`config.mk`:
```
export PLATFORM = sky130hd
export DESIGN_NAME = move_sequencer
export DESIGN_NICKNAME = d
export VERILOG_FILES = /design/src/rtl/move_sequencer.sv
export SDC_FILE = /design/constraint.sdc
export NUM_CORES = 1
export LEC_CHECK = 0
export BUFFER_PORTS_ARGS = -buffer_cell sky130_fd_sc_hd__buf_2
export CAP_MARGIN = 15
export CORE_ASPECT_RATIO = 0.6
export CORE_MARGIN = 5
export CORE_UTILIZATION = 54
export CTS_CLUSTER_DIAMETER = 150
export DETAILED_ROUTE_END_ITERATION = 10
export GPL_TIMING_DRIVEN = 1
export PLACE_DENSITY = 0.82
export RECOVER_POWER = 50
export SLEW_MARGIN = 15
export SYNTH_ARGS = -nofsm -noshare
export SYNTH_HDL_FRONTEND = slang
export SYNTH_SLANG_ARGS = --single-unit
```
`constraint.sdc`:
```
create_clock -name in_clka -period 3.16 [get_ports in_clka]
set_input_delay 0.316 -clock in_clka [delete_from_list [all_inputs] [get_ports in_clka]]
set_output_delay 0.316 -clock in_clka [all_outputs]
set_load 0.1 [all_outputs]
```
`src/rtl/move_sequencer.sv`:
```
// move_sequencer: queues user moves in a small FIFO and issues them one at a time
// to the game FSM, waiting for each round to finish (or the watchdog) before the next.
module move_sequencer #(
   parameter int DEPTH    = 4,
   parameter int WD_LIMIT = 64
) (
   input  logic                      in_clka,
   input  logic                      in_restart,
   input  logic                      in_data_in,
   input  logic [4:0]                in_data,
   input  logic [24:0]               in_cleared,
   input  logic                      in_display_done,
   input  logic                      in_gameover,
   input  logic                      in_win,
   output logic                      out_data_in,
   output logic [4:0]                out_data,
   output logic [$clog2(DEPTH):0]    out_count,
   output logic                      out_full,
   output logic                      out_empty,
   output logic                      out_reject,
   output logic                      out_drop,
   output logic                      out_timeout,
   output logic [7:0]                out_moves,
   output logic [1:0]                out_state
);
   localparam int AW = $clog2(DEPTH);
   localparam int CW = AW + 1;
   localparam int WW = $clog2(WD_LIMIT + 1);
   localparam logic [1:0] IDLE  = 2'd0;
   localparam logic [1:0] ISSUE = 2'd1;
   localparam logic [1:0] WAIT  = 2'd2;
   localparam logic [1:0] HALT  = 2'd3;

   logic [1:0]    state_q, state_d;
   logic [AW-1:0] wr_ptr_q, wr_ptr_d, rd_ptr_q, rd_ptr_d;
   logic [CW-1:0] count_q, count_d;
   logic [WW-1:0] wd_q, wd_d;
   logic [4:0]    data_q, data_d;
   logic [7:0]    moves_q, moves_d;
   logic          issue_q, issue_d, reject_q, reject_d, drop_q, drop_d;
   logic          timeout_q, timeout_d, full_q, full_d, empty_q, empty_d;
   logic [4:0]    mem_q [DEPTH];
   logic [4:0]    head;
   logic          pop, push, stop;

   assign head = mem_q[rd_ptr_q];
   assign pop  = state_q == ISSUE;
   assign stop = in_gameover | in_win;
   // A full FIFO still takes a push when the head leaves in the same cycle.
   assign push = in_data_in && in_data <= 5'd24 && state_q != HALT && (!full_q || pop);

   always_comb begin
      state_d   = state_q;
      wd_d      = wd_q;
      data_d    = data_q;
      moves_d   = moves_q;
      issue_d   = 1'b0;
      drop_d    = 1'b0;
      timeout_d = 1'b0;
      reject_d  = in_data_in && !push;
      case (state_q)
         IDLE: state_d = stop ? HALT : (count_q != '0) ? ISSUE : IDLE;
         ISSUE: begin
            if (in_cleared[head]) begin
               drop_d  = 1'b1;
               state_d = IDLE;
            end else begin
               data_d  = head;
               issue_d = 1'b1;
               moves_d = (moves_q == 8'hFF) ? moves_q : moves_q + 8'd1;
               wd_d    = '0;
               state_d = WAIT;
            end
         end
         WAIT: begin
            if (stop) state_d = HALT;
            else if (in_display_done) state_d = IDLE;
            else if (wd_q == WW'(WD_LIMIT - 1)) begin
               timeout_d = 1'b1;
               state_d   = IDLE;
            end else wd_d = wd_q + WW'(1);
         end
         default: state_d = HALT;
      endcase
      wr_ptr_d = push ? wr_ptr_q + AW'(1) : wr_ptr_q;
      rd_ptr_d = pop ? rd_ptr_q + AW'(1) : rd_ptr_q;
      count_d  = count_q + CW'(push) - CW'(pop);
      if (state_d == HALT) begin
         wr_ptr_d = '0;
         rd_ptr_d = '0;
         count_d  = '0;
      end
      full_d  = count_d == CW'(DEPTH);
      empty_d = count_d == '0;
   end

   always_ff @(posedge in_clka or posedge in_restart) begin
      if (in_restart) begin
         state_q   <= IDLE;
         wr_ptr_q  <= '0;
         rd_ptr_q  <= '0;
         count_q   <= '0;
         wd_q      <= '0;
         data_q    <= '0;
         moves_q   <= '0;
         issue_q   <= 1'b0;
         reject_q  <= 1'b0;
         drop_q    <= 1'b0;
         timeout_q <= 1'b0;
         full_q    <= 1'b0;
         empty_q   <= 1'b1;
      end else begin
         state_q   <= state_d;
         wr_ptr_q  <= wr_ptr_d;
         rd_ptr_q  <= rd_ptr_d;
         count_q   <= count_d;
         wd_q      <= wd_d;
         data_q    <= data_d;
         moves_q   <= moves_d;
         issue_q   <= issue_d;
         reject_q  <= reject_d;
         drop_q    <= drop_d;
         timeout_q <= timeout_d;
         full_q    <= full_d;
         empty_q   <= empty_d;
      end
   end

   always_ff @(posedge in_clka) begin
      if (push) mem_q[wr_ptr_q] <= in_data;
   end

   assign out_data_in = issue_q;
   assign out_data    = data_q;
   assign out_count   = count_q;
   assign out_full    = full_q;
   assign out_empty   = empty_q;
   assign out_reject  = reject_q;
   assign out_drop    = drop_q;
   assign out_timeout = timeout_q;
   assign out_moves   = moves_q;
   assign out_state   = state_q;
endmodule

```
Word-level counts from Yosys, hierarchy flattened --
Memory sizes are Yosys's and may differ from the RTL's. Index checks and enable logic that the tools add are counted.
Operators by class: reduce and logical (&&, ||, !) cells 16, bitwise logic cells 3, div/mod/pow operators 0, multiply operators 0, shift-type cells 0, equal/unequal tests 11, add/subtract/negate cells 6, multiplexer cells 29, order comparisons 2
Operators with widths (number):
- 7-bit two-way mux | 4
- 2-bit two-way mux | 9
- 7-bit one-hot mux with 2 select lines | 1
- 1-bit two-way mux | 12
- 2-bit != test (second input constant) | 5
- 8-bit by 1-bit adder with 8-bit output (second input constant) | 1
- 8-bit == test (second input constant) | 1
- 7-bit by 1-bit adder with 7-bit output (second input constant) | 1
- 7-bit by 6-bit == test with 1-bit output (second input constant) | 1
- 5-bit by 6-bit less-than comparator with 1-bit output (second input constant) | 1
- 2-bit one-hot mux with 3 select lines | 1
- 2-bit nonzero test | 3
- 1-bit binary-select mux with 5-bit select | 1
- 5-bit less-or-equal comparator (second input constant) | 1
- 5-bit AND reduction | 1
- 2-bit by 1-bit adder with 2-bit output (second input constant) | 2
- 2-bit == test (second input constant) | 2
- 1-bit logical AND | 4
- 3-bit by 1-bit adder with 3-bit output | 1
- 3-bit == test (second input constant) | 1
- 3-bit logical NOT | 1
- 3-bit two-way mux | 1
- 3-bit AND reduction | 1
- 3-bit nonzero test | 1
- other kinds (8) | 10
Word-level totals: register bits 35, input port bits 36, bits in read-only memories 0, bits in writable memories 20, output and inout port bits 24, word-level logic and storage cells 81, bits in latches 0, memories 1
Memories:
- mem_q | words 4, bits a word 5, rd ports 1, clocked after Yosys merged registers in 0, write ports 1, RTL line 42 | logic [4:0] mem_q [DEPTH];

Longest topological paths before layout --
Gate-level depths: netlist of run 1.
depth in word-level cells 8, depth in mapped cells 14, depth with buffers taken out 13

Worst setup path before layout of run 1 --
No wires, ideal clock.
path kind register -> register, start register state_q[0] (netlist: out_state[0]), end register full_q (netlist: out_full), setup slack -0.258 ns, arrival 3.330 ns, cell stages (with the launch flop) 15, buffers on the path 1, period minus slack after synthesis 3.418 ns, cells stage by stage dfrtp_1 nand2b_1 o21ai_0 and3_1 clkbuf_1 inv_1 ha_1 inv_1 ha_1 inv_1 fa_1 xnor2_1 xnor2_1 nor2b_1 nor3b_1
On the way: longest elaborated chain between the ends 7, elaborated cells on any way between the ends 16, those cells by class add/sub: 2; eq/ne: 5; mux: 5; reduce/logical: 4
RTL lines:
- start, declared | RTL line 34 | logic [1:0] state_q, state_d;
- start signal, assigned | RTL line 113 | state_q <= state_d;
- 2-bit != test, or another cell as far along | RTL line 50 | assign push = in_data_in && in_data <= 5'd24 && state_q != HALT && (!full_q || pop);
- 1-bit logical AND, or another cell as far along | RTL line 50
- 1-bit logical AND or 2-bit two-way mux (tied branches) | RTL line 50, 76
- 3-bit by 1-bit adder with 3-bit output or 2-bit one-hot mux with 3 select lines (tied branches) | RTL line 87, 61
- 3-bit by 1-bit subtractor with 3-bit output or 2-bit == test (tied branches) | RTL line 87, 88
- 3-bit two-way mux * | RTL line 88 | if (state_d == HALT) begin
- net count_d[2] | RTL line 36 | logic [CW-1:0] count_q, count_d;
- 3-bit == test * | RTL line 93 | full_d = count_d == CW'(DEPTH);
- net full_d | RTL line 41 | logic timeout_q, timeout_d, full_q, full_d, empty_q, empty_d;
- end signal, assigned | RTL line 124 | full_q <= full_d;
- end, declared | RTL line 41
The timed path passes the listed nets; every way through them passes the cells marked *. A chain may end at the register's enable or synchronous reset.

Final worst setup path of run 1 --
start register rd_ptr_q[0], end register moves_q[1] (netlist: out_moves[1])
On the way: longest elaborated chain between the ends 5
RTL lines:
- start, declared | RTL line 35 | logic [AW-1:0] wr_ptr_q, wr_ptr_d, rd_ptr_q, rd_ptr_d;
- start signal, assigned | RTL line 115 | rd_ptr_q <= rd_ptr_d;
- memory read 4 x 5 bit
- 1-bit binary-select mux with 5-bit select | RTL line 64 | if (in_cleared[head]) begin
- 1-bit two-way mux (implied by the code) | RTL line 64
- 1-bit inverter (no source line)
- 3-bit AND reduction (no source line)
- end signal, assigned | RTL line 119 | moves_q <= moves_d;
- end, declared | RTL line 39 | logic [7:0] moves_q, moves_d;
No other way between the ends. The select of a mux whose other input is x is not followed.

==> metrics, run 1 <==
Initial Utilization between 50% and 60%; Worst setup SP type register; layout cell share with drive strength beyond 1 28.4%; Ys Warns 0; relative slew slack 21.5%; Leak 1.37 nW; minimum hold slack ~0.089 ns; unrepaired setup endpoints after global routing false; num ports 60; count leader, synth dfrtp_1; Pwr Total around 1.4 mW; min Tclk post-route 2.94 ns; antenna viol nets, final 0; antenna cell count 0; cts hold-fix bufs 0; Finish-stage setup viols 0; commonest cells in the netlist dfrtp_1, edfxtp_1, nor2_1, nand2_1, o21ai_0; Synth async-reset ratio 63.6%; maximum vdd ir drop roughly 180 µV; flop-to-flop setup slack 0.22 ns; final WL just under 6 mm; Critical R2R Launch rd_ptr_q[0]; worst path arrival time around 3.1 ns; Area Overhead vs Synth 15.6%; fillers 392; Num Clock Sinks 55; routability cong. about 0.77; Worst Tran Pin Value 1.18 ns; worst reg2reg path depth 6; Slew Viols, Final 0; Nets 326; critical path required time 3.36 ns; CTS tree done; EDFF count, synth 20; Clock Latency Late Sink 0.31 ns; Setup crit end kind register; fin util 63.2%; non-filler instance count after layout 348; root buffer cell clkbuf_8; outcome complete, no violations; H-tree levels 2; syn nets 261; critical path class register to register; Core Area 0.00498 mm²; CTS resizes 0; setup TNS 0 ns; ys flop type dfrtp_1; ranking of synthesized cells by area dfrtp_1, edfxtp_1, mux4_2, ha_1, mux2i_1; post-DR wirelength/cell 16.7 µm; crit-path max FO 12; I/O Buffers 59; die area 0.00661 mm²; CTS Buf Count 5; TritonRoute pass-1 iters 4; crit path launch rd_ptr_q[0]; Die X roughly 100 µm; initial antenna violation count 0; gr ovfl total 0; Pint 0.961 mW; Logic pwr share 16.0%; hpwl dp 4.46 mm; sw frac 29.9%; Power Density approximately 440 mW/mm²; fin worst setup slack 0.221 ns; post-synth top area cell dfrtp_1; fmax roughly 340 MHz; Clock Skews 0.0166 ns; synthesized area per cell 12.6 µm²; Post-route DRC 0; top cell type's share of synthesized area roughly 31%; Post-CTS Setup Inserts 0; Worst R2R End out_moves[1]; vias in the first global route 1917; Hold Fails Final Rpt 0; sequential power share 56.6%; dpl ws 0.0951 ns; Clk pwr share 27.4%; Synth Cell Area 0.00272 mm²; Final Cell Area about 0.0031 mm²; clock slew at reported path FFs approximately 0.10 ns; clock buffer depth 2; vias around 1900; sw power roughly 0.41 mW; sequential-to-total area share from yosys stat 54.3%; Final Cycle Share 93.0%; GRT Total Usage 19.0%; max_cap viols 0; #FFs+latches synth 55; Die Ht roughly 65 µm; 1st-iter DRT viols 126; DP Cell Count between 300 and 400; Yosys cell types 47; largest net degree at the start of global routing 19; global-route wire length before repair between 9 and 10 mm; vias per cell 5.47; type of the worst min-delay path primary input to asynchronous set/reset pin; DP Area between 0.003 and 0.004 mm²; row count 20; Synth Instances 216
## cell families after synthesis
kind of cell	synth area share, %
AO/OA/AOI/OAI	7.81
adder cells (fa/ha/maj)	4.41
flip-flops	54.3
multiplexers	11.8
buffers and inverters	3.35
XOR/XNOR	3.54
AND/OR/NAND/NOR	14.8
## registers in the layout (all words and copies together) (netlist names)
name / count
out_drop: 1
out_empty: 1
mem_q: 20
out_moves: 8
out_state: 2
out_reject: 1
wr_ptr_q: 2
wd_q: 7
out_timeout: 1
out_full: 1
out_data: 5
out_count: 3
out_data_in: 1
rd_ptr_q: 2
## critical path: stages, from the launching register on
cell      delay [ns]
dfrtp_2         0.51
mux4_2          0.70
mux4_2          0.49
a211oi_2        0.35
a211oi_4        0.15
a311oi_2        0.28
mux2_1          0.35
## how the worst max path moves through the flow
stage,to,cells past startpoint
after floorplan,out_full,14
after global placement,out_moves[1],6
after detailed placement,out_moves[1],6
after CTS,out_moves[1],6
after global routing,out_moves[1],6
final,out_moves[1],6
## power groups by stage
stage	Combinational, mW	Clock [mW]	Sequential, mW
floorplan	0.0409	0	0.911
global placement	0.219	0	0.788
detailed placement	0.225	0	0.789
CTS	0.225	0.386	0.775
global route	0.234	0.420	0.779
finish	0.220	0.376	0.776
## routing by layer
metal | vias up | GRT usage, % | share of wire, %
met4 | 0 | 5.47 | 1.4
li1 | 907 | - | -
met3 | 11 | 6.34 | 9.4
met2 | 71 | 26.1 | 41
met5 | - | 0 | 0
met1 | 915 | 28.5 | 48
## area by class of cell
| type | instances | area, µm² | share of cell area, % |
|---|---|---|---|
| multi-input cells | 145 | 1150 | 36.7 |
| well taps | 66 | 82.6 | 2.62 |
| inverters | 9 | 33.8 | 1.07 |
| flip-flops and latches | 55 | 1480 | 47.0 |
| clock inverters | 2 | 11.3 | 0.358 |
| repair buffers | 65 | 313 | 9.94 |
| clock buffers | 6 | 72.6 | 2.31 |
## cells in the final DEF, fill, tap and decap left out, drive strengths merged, types with 2 or more instances in the layout
| cell type | instances |
|---|---|
| nor3 | 5 |
| nand2 | 15 |
| xnor2 | 3 |
| nand3 | 5 |
| and3 | 2 |
| nand4 | 5 |
| mux4 | 6 |
| a211oi | 3 |
| xor2 | 8 |
| buf | 49 |
| a21oi | 4 |
| nand2b | 4 |
| a2bb2oi | 3 |
| mux2 | 9 |
| edfxtp | 20 |
| nor2 | 19 |
| ha | 8 |
| or3 | 3 |
| mux2i | 7 |
| nor2b | 5 |
| o21ai | 10 |
| dfrtp | 34 |
| inv | 10 |
| clkbuf | 22 |
| and2 | 7 |
| nor3b | 3 |
Note: power is estimated with default switching activity, not from simulation.
==> run 2: changes to the inputs <==
--- a/config.mk
+++ b/config.mk
@@ -17,3 +17,3 @@
 export RECOVER_POWER = 50
-export SLEW_MARGIN = 15
+export SLEW_MARGIN = 20
 export SYNTH_ARGS = -nofsm -noshare
--- a/constraint.sdc
+++ b/constraint.sdc
@@ -3,2 +3,2 @@
 set_output_delay 0.316 -clock in_clka [all_outputs]
-set_load 0.1 [all_outputs]
+set_load 0.05 [all_outputs]
==> run 2 against run 1 <==
  * Register-to-register slack gained 0.04 ns
  * Largest cell class unchanged
  * Combinational power shrank 31%
  * Fmax grew 1.5%
  * Clock power grew 19%
==> metrics, run 2 (synthesized netlist as in run 1, its figures left out) <==
outcome complete, no violations; vias per cell 5.42; Post-CTS Setup Inserts 0; post-DR wirelength/cell 16.3 µm; antenna cell count 0; Worst setup SP type register; clock buffer depth 2; TritonRoute pass-1 iters 4; max_cap viols 0; Pwr Total 1.37 mW; relative slew slack 44.9%; die area 0.00661 mm²; Nets 328; critical path class register to register; worst path arrival time 3.09 ns; fmax 345 MHz; crit-path max FO 12; min Tclk post-route 2.89 ns; largest net degree at the start of global routing 24; fillers 397; sw power 0.345 mW; layout cell share with drive strength beyond 1 28.5%; vias 1898; cts hold-fix bufs 0; GRT Total Usage between 10% and 20%; num ports 60; Worst Tran Pin Value slightly above 0.8 ns; crit path launch rd_ptr_q[0]; Initial Utilization a little over half; gr ovfl total 0; Crit-path slowest cell mux4_2; Num Clock Sinks 55; row count 20; Leak around 1.4 nW; H-tree levels 2; most flop-heavy register mem_q; Worst R2R End out_moves[1]; critical path required time ~3.4 ns; Clock Latency Late Sink 0.31 ns; Logic pwr share 11.0%; most frequent CP cell mux4_2; Die Ht 65 µm; sw frac 25.1%; crit-path cells mux4_2 > mux4_2 > a211oi_2 > a211oi_4 > a311oi_2 > mux2_1; Clk pwr share 32.7%; routability cong. 0.805; global-route wire length before repair ~10 mm; most frequent cells in the layout buf_2, dfrtp_1, edfxtp_1, nor2_1, clkbuf_1; Core Area 0.00498 mm²; max reg flops 20; Area Overhead vs Synth 17.1%; area occupied by multi-input gates around 0.0012 mm²; non-filler instance count after layout 350; Slew Viols, Final 0; hpwl dp 4.47 mm; flop-to-flop setup slack roughly 0.27 ns; setup TNS 0 ns; clock slew at reported path FFs 0.09 ns; Hold Fails Final Rpt 0; vias in the first global route 1945; Final Cycle Share 91.6%; CTS resizes 0; DP Cell Count between 300 and 400; CTS Buf Count 5; worst reg2reg path depth 6; Setup crit end kind register; commonest non-fill, non-tap cell in the layout buf_2; CTS tree done; unrepaired setup endpoints after global routing false; Largest stage delay, worst path 0.69 ns; Post-route DRC 0; Power Density 431 mW/mm²; Clock Skews 0.00767 ns; antenna viol nets, final 0; Critical R2R Launch rd_ptr_q[0]; FF/Latch Area roughly 0.0015 mm²; root buffer cell clkbuf_8; sequential power share between 50% and 60%; type of the worst min-delay path primary input to asynchronous set/reset pin; Finish-stage setup viols 0; Die X 102 µm; final WL 5.72 mm; initial antenna violation count 0; I/O Buffers 59; maximum vdd ir drop 242 µV; Pint 1.03 mW; 1st-iter DRT viols around 60
run 2: stage by stage:
stage | util (%) | area, µm² | hold slack [ns] | setup slack, ns
3_3_place_gp | 62.3 | 3100 | 0.490 | 0.251
2_1_floorplan | - | 2720 | 0.389 | 0.151
6_report | 64.0 | 3190 | 0.152 | 0.265
4_1_cts | 64.6 | 3220 | 0.181 | 0.177
5_1_grt | 64.0 | 3190 | 0.211 | 0.0647
3_5_place_dp | 62.3 | 3100 | 0.497 | 0.184
run 2: metal layers:
layer / track usage (%) / vias up / wire length, µm
li1: - / 911 / -
met1: 28.5 / 911 / 2770
met2: 27.0 / 71 / 2340
met3: 5.27 / 5 / 555
met4: 5.64 / 0 / 52
met5: 0 / - / 0
run 2: power groups by stage:
stage	logic, mW	clock network (mW)	registers (mW)
5_1_grt	0.164	0.493	0.779
4_1_cts	0.156	0.456	0.774
2_1_floorplan	0.0406	0	0.847
6_report	0.151	0.449	0.775
3_3_place_gp	0.153	0	0.788
3_5_place_dp	0.156	0	0.789
run 2: worst max-delay path by stage:
stage	end	cells past startpoint
after floorplan	out_full	14
after global placement	out_moves[1]	6
after detailed placement	out_moves[1]	6
after CTS	out_moves[1]	6
after global routing	wd_q[0]	8
final	out_moves[1]	6
run 2: worst max-delay path: cells and delay by family (launching register included):
| family | cells | cell delay [ns] |
|---|---|---|
| multiplexers | 3 | 1.53 |
| AO/OA/AOI/OAI | 3 | 0.80 |
| flip-flops | 1 | 0.45 |
run 2: area by class of cell:
| class | count | area share (%) |
|---|---|---|
| Clock inverter | 1 | 0.157 |
| Clock buffer | 7 | 3.38 |
| Sequential cell | 55 | 46.4 |
| Inverter | 9 | 1.06 |
| Timing Repair Buffer | 67 | 10.2 |
| Multi-Input combinational cell | 145 | 36.2 |
| Tap cell | 66 | 2.59 |
